--- src/rtl/gt_frame_gen_if.sv ---
// Handshake/bus bundle between the link control logic (master) and the
// transmit test-pattern generator (slave).
interface gt_frame_gen_if #(
    parameter int BYTES = 2,
    parameter int DEPTH = 8
);
    localparam int AW = $clog2(DEPTH);
    localparam int W  = 8 * BYTES;

    logic            ready;
    logic            enable;
    logic [1:0]      mode;
    logic            tbl_we;
    logic [AW-1:0]   tbl_addr;
    logic [W-1:0]    tbl_wdata;
    logic [W-1:0]    tx_data;
    logic [BYTES-1:0] tx_charisk;
    logic            frame_start;
    logic [15:0]     frame_cnt;

    modport master (
        output ready, enable, mode, tbl_we, tbl_addr, tbl_wdata,
        input  tx_data, tx_charisk, frame_start, frame_cnt
    );

    modport slave (
        input  ready, enable, mode, tbl_we, tbl_addr, tbl_wdata,
        output tx_data, tx_charisk, frame_start, frame_cnt
    );
endinterface

--- src/rtl/gt_frame_gen.sv ---
// Transmit test-pattern generator for the GTP link. Each frame is one all-K28.5
// comma word followed by COMMA_PERIOD-1 payload words taken from a loadable
// table, an incrementing counter or a PRBS-7 sequence. Every output is a flop.
module gt_frame_gen #(
    parameter int          BYTES        = 2,
    parameter int          DEPTH        = 8,
    parameter int          COMMA_PERIOD = 4,
    parameter logic [7:0]  K_CHAR       = 8'hBC
) (
    input  logic          tx_clk,
    input  logic          reset_n,
    gt_frame_gen_if.slave bus
);
    localparam int W      = 8 * BYTES;
    localparam int AW     = $clog2(DEPTH);
    localparam int SLOT_W = $clog2(COMMA_PERIOD);

    localparam logic [W-1:0]      COMMA_WORD = {BYTES{K_CHAR}};
    localparam logic [BYTES-1:0]  K_ALL      = {BYTES{1'b1}};
    localparam logic [6:0]        LFSR_SEED  = 7'h7F;
    localparam logic [SLOT_W-1:0] SLOT_LAST  = SLOT_W'(COMMA_PERIOD - 1);

    localparam logic [1:0] MODE_COMMA = 2'd0;
    localparam logic [1:0] MODE_TABLE = 2'd1;
    localparam logic [1:0] MODE_COUNT = 2'd2;
    localparam logic [1:0] MODE_PRBS  = 2'd3;

    // Pattern table: not reset, contents survive reset and ready drops.
    logic [W-1:0] tbl_mem_q [DEPTH];

    logic [SLOT_W-1:0] slot_q,        slot_d;
    logic [AW-1:0]     ptr_q,         ptr_d;
    logic [W-1:0]      counter_q,     counter_d;
    logic [6:0]        lfsr_q,        lfsr_d;
    logic [1:0]        mode_q,        mode_d;
    logic [15:0]       frame_cnt_q,   frame_cnt_d;
    logic [W-1:0]      tx_data_q,     tx_data_d;
    logic [BYTES-1:0]  tx_charisk_q,  tx_charisk_d;
    logic              frame_start_q, frame_start_d;

    logic [6:0]   prbs_state;
    logic [W-1:0] prbs_bits;
    logic         prbs_fb;
    logic [W-1:0] tbl_rdata;

    // Table write port; the payload read below sees the pre-write contents.
    always_ff @(posedge tx_clk) begin
        if (bus.tbl_we) begin
            tbl_mem_q[bus.tbl_addr] <= bus.tbl_wdata;
        end
    end

    assign tbl_rdata = tbl_mem_q[ptr_q];

    // Unrolled PRBS-7 (x^7+x^6+1): W serial steps per word, bit 0 produced first.
    always_comb begin
        prbs_state = lfsr_q;
        prbs_bits  = '0;
        prbs_fb    = 1'b0;
        for (int i = 0; i < W; i++) begin
            prbs_fb      = prbs_state[6] ^ prbs_state[5];
            prbs_bits[i] = prbs_fb;
            prbs_state   = {prbs_state[5:0], prbs_fb};
        end
    end

    // Next-state and next-output selection for the frame sequencer.
    always_comb begin
        slot_d        = slot_q;
        ptr_d         = ptr_q;
        counter_d     = counter_q;
        lfsr_d        = lfsr_q;
        mode_d        = mode_q;
        frame_cnt_d   = frame_cnt_q;
        tx_data_d     = '0;
        tx_charisk_d  = '0;
        frame_start_d = 1'b0;

        if (!bus.ready) begin
            // Link down: behave exactly like reset, table untouched.
            slot_d      = '0;
            ptr_d       = '0;
            counter_d   = '0;
            lfsr_d      = LFSR_SEED;
            mode_d      = MODE_COMMA;
            frame_cnt_d = '0;
        end else if (!bus.enable) begin
            tx_data_d    = COMMA_WORD;
            tx_charisk_d = K_ALL;
            slot_d       = '0;
        end else if (slot_q == '0) begin
            tx_data_d     = COMMA_WORD;
            tx_charisk_d  = K_ALL;
            frame_start_d = 1'b1;
            frame_cnt_d   = frame_cnt_q + 16'd1;
            slot_d        = SLOT_W'(1);
            mode_d        = bus.mode;
            // A new source always starts from its initial value.
            if (bus.mode != mode_q) begin
                ptr_d     = '0;
                counter_d = '0;
                lfsr_d    = LFSR_SEED;
            end
        end else begin
            slot_d = (slot_q == SLOT_LAST) ? '0 : slot_q + SLOT_W'(1);
            case (mode_q)
                MODE_TABLE: begin
                    tx_data_d = tbl_rdata;
                    ptr_d     = ptr_q + AW'(1);
                end
                MODE_COUNT: begin
                    tx_data_d = counter_q;
                    counter_d = counter_q + W'(1);
                end
                MODE_PRBS: begin
                    tx_data_d = prbs_bits;
                    lfsr_d    = prbs_state;
                end
                default: begin
                    tx_data_d    = COMMA_WORD;
                    tx_charisk_d = K_ALL;
                end
            endcase
        end
    end

    // State and output registers with synchronous active-low reset.
    always_ff @(posedge tx_clk) begin
        if (!reset_n) begin
            slot_q        <= '0;
            ptr_q         <= '0;
            counter_q     <= '0;
            lfsr_q        <= LFSR_SEED;
            mode_q        <= MODE_COMMA;
            frame_cnt_q   <= '0;
            tx_data_q     <= '0;
            tx_charisk_q  <= '0;
            frame_start_q <= 1'b0;
        end else begin
            slot_q        <= slot_d;
            ptr_q         <= ptr_d;
            counter_q     <= counter_d;
            lfsr_q        <= lfsr_d;
            mode_q        <= mode_d;
            frame_cnt_q   <= frame_cnt_d;
            tx_data_q     <= tx_data_d;
            tx_charisk_q  <= tx_charisk_d;
            frame_start_q <= frame_start_d;
        end
    end

    assign bus.tx_data     = tx_data_q;
    assign bus.tx_charisk  = tx_charisk_q;
    assign bus.frame_start = frame_start_q;
    assign bus.frame_cnt   = frame_cnt_q;
endmodule

--- src/flat_wrapper.sv ---
// flat-port wrapper written by rule: the top's interface ports become plain ports
module gt_frame_gen_flat 
#(
    parameter int          BYTES        = 2,
    parameter int          DEPTH        = 8,
    parameter int          COMMA_PERIOD = 4,
    parameter logic [7:0]  K_CHAR       = 8'hBC
)
  (tx_clk, reset_n, bus_ready, bus_enable, bus_mode, bus_tbl_we, bus_tbl_addr, bus_tbl_wdata, bus_tx_data, bus_tx_charisk, bus_frame_start, bus_frame_cnt);
  gt_frame_gen_if #(.BYTES(BYTES), .DEPTH(DEPTH)) bus_i ();
  input  logic tx_clk;
  input  logic reset_n;
  input wire logic [$bits(bus_i.ready)-1:0] bus_ready;
  input wire logic [$bits(bus_i.enable)-1:0] bus_enable;
  input wire logic [$bits(bus_i.mode)-1:0] bus_mode;
  input wire logic [$bits(bus_i.tbl_we)-1:0] bus_tbl_we;
  input wire logic [$bits(bus_i.tbl_addr)-1:0] bus_tbl_addr;
  input wire logic [$bits(bus_i.tbl_wdata)-1:0] bus_tbl_wdata;
  output wire logic [$bits(bus_i.tx_data)-1:0] bus_tx_data;
  output wire logic [$bits(bus_i.tx_charisk)-1:0] bus_tx_charisk;
  output wire logic [$bits(bus_i.frame_start)-1:0] bus_frame_start;
  output wire logic [$bits(bus_i.frame_cnt)-1:0] bus_frame_cnt;
  assign bus_i.ready = bus_ready;
  assign bus_i.enable = bus_enable;
  assign bus_i.mode = bus_mode;
  assign bus_i.tbl_we = bus_tbl_we;
  assign bus_i.tbl_addr = bus_tbl_addr;
  assign bus_i.tbl_wdata = bus_tbl_wdata;
  assign bus_tx_data = bus_i.tx_data;
  assign bus_tx_charisk = bus_i.tx_charisk;
  assign bus_frame_start = bus_i.frame_start;
  assign bus_frame_cnt = bus_i.frame_cnt;
  gt_frame_gen #(.BYTES(BYTES), .DEPTH(DEPTH), .COMMA_PERIOD(COMMA_PERIOD), .K_CHAR(K_CHAR)) u_core (.tx_clk(tx_clk), .reset_n(reset_n), .bus(bus_i));
endmodule
--- config.mk ---
export PLATFORM = sky130hd
export DESIGN_NAME = gt_frame_gen_flat
export DESIGN_NICKNAME = d
export VERILOG_FILES = /design/src/rtl/gt_frame_gen_if.sv /design/src/rtl/gt_frame_gen.sv /design/src/flat_wrapper.sv
export SDC_FILE = /design/constraint.sdc
export NUM_CORES = 1
export LEC_CHECK = 0
export CORE_AREA = 5 5 123 125
export CTS_BUF_LIST = sky130_fd_sc_hd__clkbuf_2 sky130_fd_sc_hd__clkbuf_4 sky130_fd_sc_hd__clkbuf_8
export CTS_CLUSTER_DIAMETER = 60
export DETAILED_ROUTE_END_ITERATION = 6
export DIE_AREA = 0 0 128 130
export PLACE_DENSITY = 0.8
export SLEW_MARGIN = 15
export SYNTH_ARGS = -nofsm -noshare
export SYNTH_HDL_FRONTEND = slang
export SYNTH_SLANG_ARGS = --single-unit
--- constraint.sdc ---
create_clock -name tx_clk -period 2.5 [get_ports tx_clk]
set_input_delay 0.5 -clock tx_clk [delete_from_list [all_inputs] [get_ports tx_clk]]
set_output_delay 0.5 -clock tx_clk [all_outputs]
set_load 0.02 [all_outputs]
==> reports/results.txt, run 1 <==
EDFF count, synth - 128
Reg2reg end - u_core.bus.tx_data[14]
Arr. time, crit path - 1.60 ns
Rel. slew slack - 65.8%
Worst hold slack - 0.501 ns
Crit-path leading delay family - buffers and inverters
Count leader, synth - edfxtp_1
First-pass GRT wire length - 25200 um
Final setup TNS - 0 ns
Synth area leaders - edfxtp_1 47%, dfxtp_1 16%, mux4_2 8.6%, xnor2_1 3.3%, mux2i_1 2.3%
TritonCTS clock tree - done
Count of buffer and inverter cells on the critical path - 1
Hold Path Cell Cnt - 2
Register-to-Register Setup Slack - 0.47 ns
Power, Total - 0.00565 W
Nets - 669
Longest Clk Path Bufs - 2
Final Cycle Share - 84.2%
Total Routing Usage GR - 19.9%
CTS Buf Count - 17
Die width - 128 um
Clock sink total - 195
Register area share after synthesis - 63.6%
Die Ht - 130 um
Setup WS post-layout - 0.396 ns
Syn_nets - 597
MaxCap Viol Count - 0
Initial DRC Count - 398
CTS Root Cell - clkbuf_8
Vias in the first global route - 4861
Largest stage delay on the critical path - 0.66 ns
H-tree depth - 4
Run status - finished clean
Layout area overhead - 15.3%
Cell Rows - 43
DRT Pass-1 Iters - 5
Gr ovfl total - 0
RSZ-0062 raised after global routing - false
Period minus WS final - 2.10 ns
Syn avg cell area - 14.4 um^2
Crit end category - primary output
Yosys warns - 0
Reg clk slew, reported paths - 0.09 ns
Pleak - 2.93 nW
IO buf count - 60
Vias - 4802
Unique masters post-synth - 55
Initial Utilization - 59.1%
Vias per cell - 5.79
Total wire length - 15800 um
Most frequent cells after synthesis - 128 x edfxtp_1, 67 x dfxtp_1, 49 x nor2_1
CP required - 2.00 ns
Post CTS Setup Buffer Count - 0
Share of cells above drive strength 1 - 18.3%
Startpoint types - flop
Post-CTS Resized - 0
Wire per inst - 19.0 um
HP Class - reg2reg
Synth Instances - 566
Post-route ant nets - 0
Util after Layout - 68.2%
Busiest grt layer - met2
Core area - 13800 um^2
Max Transition Viols Final - 0
Number of hold-slack violations in the final timing report - 0
Post-synth top flop - edfxtp_1
Synth top area share - 47.2%
Hold_buf cts - 0
Clock insertion delay at the later pin of the skew report - 0.46 ns
# IOs - 61
Worst-path fanout max - 6
Hold path endpoint - u_core.mode_q[0]
Max Clock Skew - 0.0102 ns
Antenna cells - 0
DPL Wire Length - 10800 um
Max VDD drop - 0.000483 V
Worst Tran Pin Value - 0.509 ns
Largest net degree at the start of global routing - 34
Slowest stage cell, crit path - clkdlybuf4s50_1
Grt met3 use - 4.54%
Reg2Reg Depth - 7
Critical path origin - u_core.bus.frame_cnt[5]
M2 GR Usage - 33.3%
Fmax - 475 MHz
Setup WS pre-CTS - 0.159 ns
M1 GR Usage - 26.1%
Async SR Flop Fraction - 0%
CP Cell Sequence - clkdlybuf4s50_1
Gpl congestion - 0.925
DRC violations left - 0
Initial antenna violation count - 0
Cell taking the most area after synthesis - edfxtp_1
# setup viols final - 0
PD cells - 602 nW/um^2
Hold Startpoint - u_core.mode_q[0]
Crit Path Class - reg2out
Die footprint - 16600 um^2
Register bit count reported by yosys - 195
Reg2reg start - u_core.slot_q[0]
Post-Syn Area - 8150 um^2
## metal layers
layer  vias up  share of wire [%]
li1       2254                  -
met1      2384                 43
met2       146                 50
met3        18                5.4
met4         0                1.5
met5         -                  0
## cells in the final DEF (no fill, tap or decap), types with 4 or more instances in the layout
cell	Yosys	layout
dfxtp_1	67	66
a31oi_1	7	7
nor2_1	49	49
clkbuf_8	0	17
xnor2_1	31	31
clkinvlp_4	0	4
nand2_1	37	37
o21ai_0	19	19
mux4_2	31	31
clkdlybuf4s50_1	0	60
a211oi_2	8	8
nand3_1	9	9
xor2_1	13	13
mux2i_1	19	19
nor3_1	12	10
inv_1	11	11
o221ai_1	5	5
buf_4	3	26
edfxtp_1	128	128
o22ai_1	8	8
ha_1	5	5
a21oi_1	15	15
## worst max path at each step
stage / slack, ns / end / cells past startpoint
5_1_grt: 0.30 / u_core.counter_q[7] / 7
3_3_place_gp: 0.22 / u_core.bus.frame_cnt[14] / 6
3_5_place_dp: 0.16 / u_core.bus.frame_cnt[9] / 5
6_report: 0.40 / bus_frame_cnt[5] / 1
4_1_cts: 0.36 / bus_frame_cnt[5] / 1
2_1_floorplan: 0.28 / u_core.tbl_mem_q[0][0] / 2
## layout make-up
class / instances / area, um^2
multi-input combinational: 324 / 2750
tap: 180 / 225
sequential: 195 / 5190
inverter: 11 / 41.3
fill: 976 / 4380
clock buffer: 19 / 249
clock inverter: 12 / 85.1
timing repair buffer: 89 / 856
## flip-flops by register name, indices dropped and copies added (netlist names), named ones only
signal,cells
u_core.bus.frame_cnt,16
u_core.bus.frame_start,1
u_core.bus.tx_data,16
u_core.tbl_mem_q,128
u_core.slot_q,2
u_core.bus.tx_charisk,1
u_core.mode_q,2
u_core.counter_q,16
u_core.ptr_q,3
u_core.lfsr_q,7
## power by group
| part | internal [W] | leakage, nW | total (W) | switching (W) |
|---|---|---|---|---|
| Clock | 0.000704 | 0.162 | 0.00175 | 0.00105 |
| Combinational | 0.000159 | 1.06 | 0.000359 | 0.000200 |
| Sequential | 0.00351 | 1.71 | 0.00354 | 0.0000271 |
| Total | 0.00438 | 2.93 | 0.00565 | 0.00128 |
## logic make-up after synthesis
logic type                 Yosys count  share of synthesized area, %
xor gates and xnor gates            45                          5.07
muxes                               51                          11.0
and+or+nand+nor                    142                          9.08
DFF                                195                          63.6
adders and majority gates            5                         0.768
AOI/OAI and AO/OA                   81                          7.65
buffers and inverters               47                          2.75
## stage by stage
step / std cells / cell area [um^2]
global placement: 799 / 9060
global route: 830 / 9390
CTS: 830 / 9390
floorplan: 566 / 8150
detailed placement: 799 / 9060
finish: 830 / 9390
(Power assumes the default switching activity.)
==> inputs of run 2 (changes only) <==
--- a/config.mk
+++ b/config.mk
@@ -5,12 +5,12 @@
 export SDC_FILE = /design/constraint.sdc
 export NUM_CORES = 1
 export LEC_CHECK = 0
-export CORE_AREA = 5 5 123 125
+export CORE_AREA = 5 5 128 130
 export CTS_BUF_LIST = sky130_fd_sc_hd__clkbuf_2 sky130_fd_sc_hd__clkbuf_4 sky130_fd_sc_hd__clkbuf_8
 export CTS_CLUSTER_DIAMETER = 60
 export DETAILED_ROUTE_END_ITERATION = 6
-export DIE_AREA = 0 0 128 130
-export PLACE_DENSITY = 0.8
+export DIE_AREA = 0 0 133 135
+export PLACE_DENSITY = 0.78
 export SLEW_MARGIN = 15
 export SYNTH_ARGS = -nofsm -noshare
 export SYNTH_HDL_FRONTEND = slang
==> constraint.sdc (replaced) <==
create_clock -name tx_clk -period 1.7 [get_ports tx_clk]
set_input_delay 0.34 -clock tx_clk [delete_from_list [all_inputs] [get_ports tx_clk]]
set_output_delay 0.34 -clock tx_clk [all_outputs]
set_load 0.02 [all_outputs]
==> run 2 against run 1 <==
Count of clock-buffer cells in the layout shrank 1; the flow now finishes with violations (negative setup slack); critical path type is now reg2reg; die area grew 7.9%; global-route usage shrank 0.69 points; clock power grew 66%; critical endpoint is now u_core.counter_q[10].
==> reports/results.txt, run 2 (synthesis results as in run 1) <==
Initial antenna violation count - 0 (unchanged)
Most frequent cells in the layout - 128 x edfxtp_1, 61 x dfxtp_1, 60 x buf_4, 49 x nor2_1, 36 x nand2_1
Max Transition Viols Final - 0 (unchanged)
Clock insertion delay at the later pin of the skew report - 0.47 ns (about the same)
Pleak - 3.45 nW (+18%)
Reg2Reg Depth - 8 (+1)
First-pass GRT wire length - 26600 um (+5.3%)
Cell Rows - 45 (+4.7%)
Vias - 5025 (+4.6%)
Register-to-Register Setup Slack - -0.07 ns (-0.54 ns)
Filler instances - 1059 (+8.5%)
Gpl congestion - 0.898 (-2.9%)
CTS Root Cell - clkbuf_8
CP Cell Sequence - inv_2 -> ha_4 -> mux2i_1 -> or2_4 -> buf_4 -> a2111oi_4 -> xnor2_1 -> nor2_2
Initial DRC Count - 381 (-4.3%)
Setup WS post-layout - -0.0728 ns (-0.468 ns)
Largest net degree at the start of global routing - 26 (-24%)
Number of hold-slack violations in the final timing report - 0 (unchanged)
Crit Path Class - reg2reg
Wire per inst - 19.1 um (+0.77%)
Arr. time, crit path - 2.14 ns (+0.54 ns)
CP required - 2.07 ns (+0.07 ns)
Max reg flops - 128 (unchanged)
RSZ-0062 raised after global routing - true
H-tree depth - 4 (unchanged)
Gr ovfl total - 0 (unchanged)
Antenna cells - 0 (unchanged)
Hold Startpoint - bus_mode[0]
Layout area overhead - 24.0%
Util after Layout - 67.2% (-0.99 points)
Slowest stage cell, crit path - dfxtp_2
Power, Total - 0.00874 W (+55%)
Die footprint - 18000 um^2 (+7.9%)
Startpoint types - flop
Largest stage delay on the critical path - 0.35 ns (-0.31 ns)
Max Clock Skew - 0.0135 ns (+0.00324 ns)
# IOs - 61 (unchanged)
TritonCTS clock tree - done
Initial Utilization - 54.2% (-5.0 points)
Total wire length - 17000 um (+8.1%)
Rel. slew slack - 66.9% (+1.1 points)
DPL Wire Length - 11500 um (+6.5%)
DRC violations left - 0 (unchanged)
Commonest non-fill, non-tap cell in the layout - edfxtp_1
Hold Path Cell Cnt - 4 (+2)
PD cells - 865 nW/um^2 (+44%)
Largest reg by FF count - u_core.tbl_mem_q
IO buf count - 60 (unchanged)
MaxCap Viol Count - 0 (unchanged)
Hold path endpoint - u_core.mode_q[0]
Violated checks - negative setup slack
Run status - finished, violations left
Period minus WS final - 1.77 ns
Final setup TNS - -0.209 ns (-0.209 ns)
Vias in the first global route - 5112 (+5.2%)
# setup viols final - 8 (+8)
Fmax - 564 MHz
Crit end category - flop
Reg2reg end - u_core.counter_q[10]
Max VDD drop - 0.000638 V (+32%)
Total Routing Usage GR - 19.2% (-0.69 points)
Reg clk slew, reported paths - 0.10 ns (about the same)
Nets - 720 (+7.6%)
Core area - 15000 um^2 (+9.1%)
Final Cycle Share - 104%
HP Class - in2reg
Reg2reg start - u_core.slot_q[1]
Clock sink total - 195 (unchanged)
Longest Clk Path Bufs - 2 (unchanged)
CTS Buf Count - 17 (unchanged)
Worst-path fanout max - 6 (unchanged)
Worst Tran Pin Value - 0.494 ns (-0.0148 ns)
DRT Pass-1 Iters - 5 (unchanged)
Die width - 133 um (+3.9%)
Die Ht - 135 um (+3.8%)
Vias per cell - 5.65 (-2.4%)
Post-route ant nets - 0 (unchanged)
Share of cells above drive strength 1 - 28.6% (+10 points)
## run 2: cell types whose count changed in the layout (fill, tap and decap cells not counted), moves of 4 or more
cell	before	now
a211oi_2	8	4
a211oi_4	0	4
a21oi_1	15	11
buf_12	3	13
buf_4	26	60
buf_6	0	6
clkdlybuf4s50_1	60	24
dfxtp_1	66	61
dfxtp_2	1	6
dlygate4sd2_1	0	35
## run 2: worst max-delay path by stage
stage / startpoint / end / slack [ns] / cells after the start
4_1_cts: u_core.slot_q[0] / u_core.counter_q[5] / -0.07 / 8
3_5_place_dp: bus_mode[0] / u_core.counter_q[3] / -0.43 / 7
5_1_grt: u_core.slot_q[1] / u_core.counter_q[15] / -0.15 / 8
3_3_place_gp: bus_mode[1] / u_core.counter_q[7] / -0.39 / 6
2_1_floorplan: u_core.slot_q[0] / u_core.bus.tx_data[14] / 0.02 / 7
6_report: u_core.slot_q[1] / u_core.counter_q[10] / -0.07 / 8
## run 2: layer usage
layer / vias to the layer above / routed length, um / track usage, %
met3: 37 / 813 / 4.10
met5: - / 0 / 0
met1: 2479 / 7120 / 23.8
met4: 0 / 353 / 6.35
met2: 153 / 8740 / 33.7
li1: 2356 / - / -
## run 2: power by group
part	switching (W)	leakage [nW]	total, W	internal [W]
Combinational	0.000330	1.55	0.000626	0.000296
Sequential	0.0000385	1.71	0.00521	0.00517
Clock	0.00169	0.187	0.00291	0.00122
Total	0.00205	3.45	0.00874	0.00668
## run 2: worst max-delay path: cells and delay by family, from the launching register on
family                     cells  cell delay [ns]
buffers and inverters          2             0.19
muxes                          1             0.14
AOI/OAI and AO/OA              1             0.30
and+or+nand+nor                2             0.34
DFF                            1             0.35
adders and majority gates      1             0.18
xor gates and xnor gates       1             0.17
## run 2: metrics by stage
step                      hold slack [ns]  setup WS (ns)  instance area [um^2]  instances
after CTS                           0.507        -0.0704                  9870        881
after floorplan                     0.439         0.0229                  8160        566
after global placement              0.480         -0.393                  9480        845
after detailed placement            0.495         -0.431                  9480        845
after global routing                0.332         -0.153                 10100        890
final                               0.324        -0.0728                 10100        890
## run 2: what timing repair did
item                                    4_1_cts  5_1_grt
resized for setup                            41       39
hold buffers                                  0        0
setup buffers                                 4        8
gates cloned                                  0        1
pin swaps                                     8       25
endpoints found under the setup margin       59       47
## run 2: cell type report
type                            count  area, um^2  area share (%)
Clock buffer                       18         241            2.39
Clock inverter                     14         145            1.44
Inverter                           11        41.3           0.409
Multi-Input combinational cell    324        2900            28.7
Sequential cell                   195        5190            51.4
Tap cell                          188         235            2.33
Timing Repair Buffer              140        1340            13.3
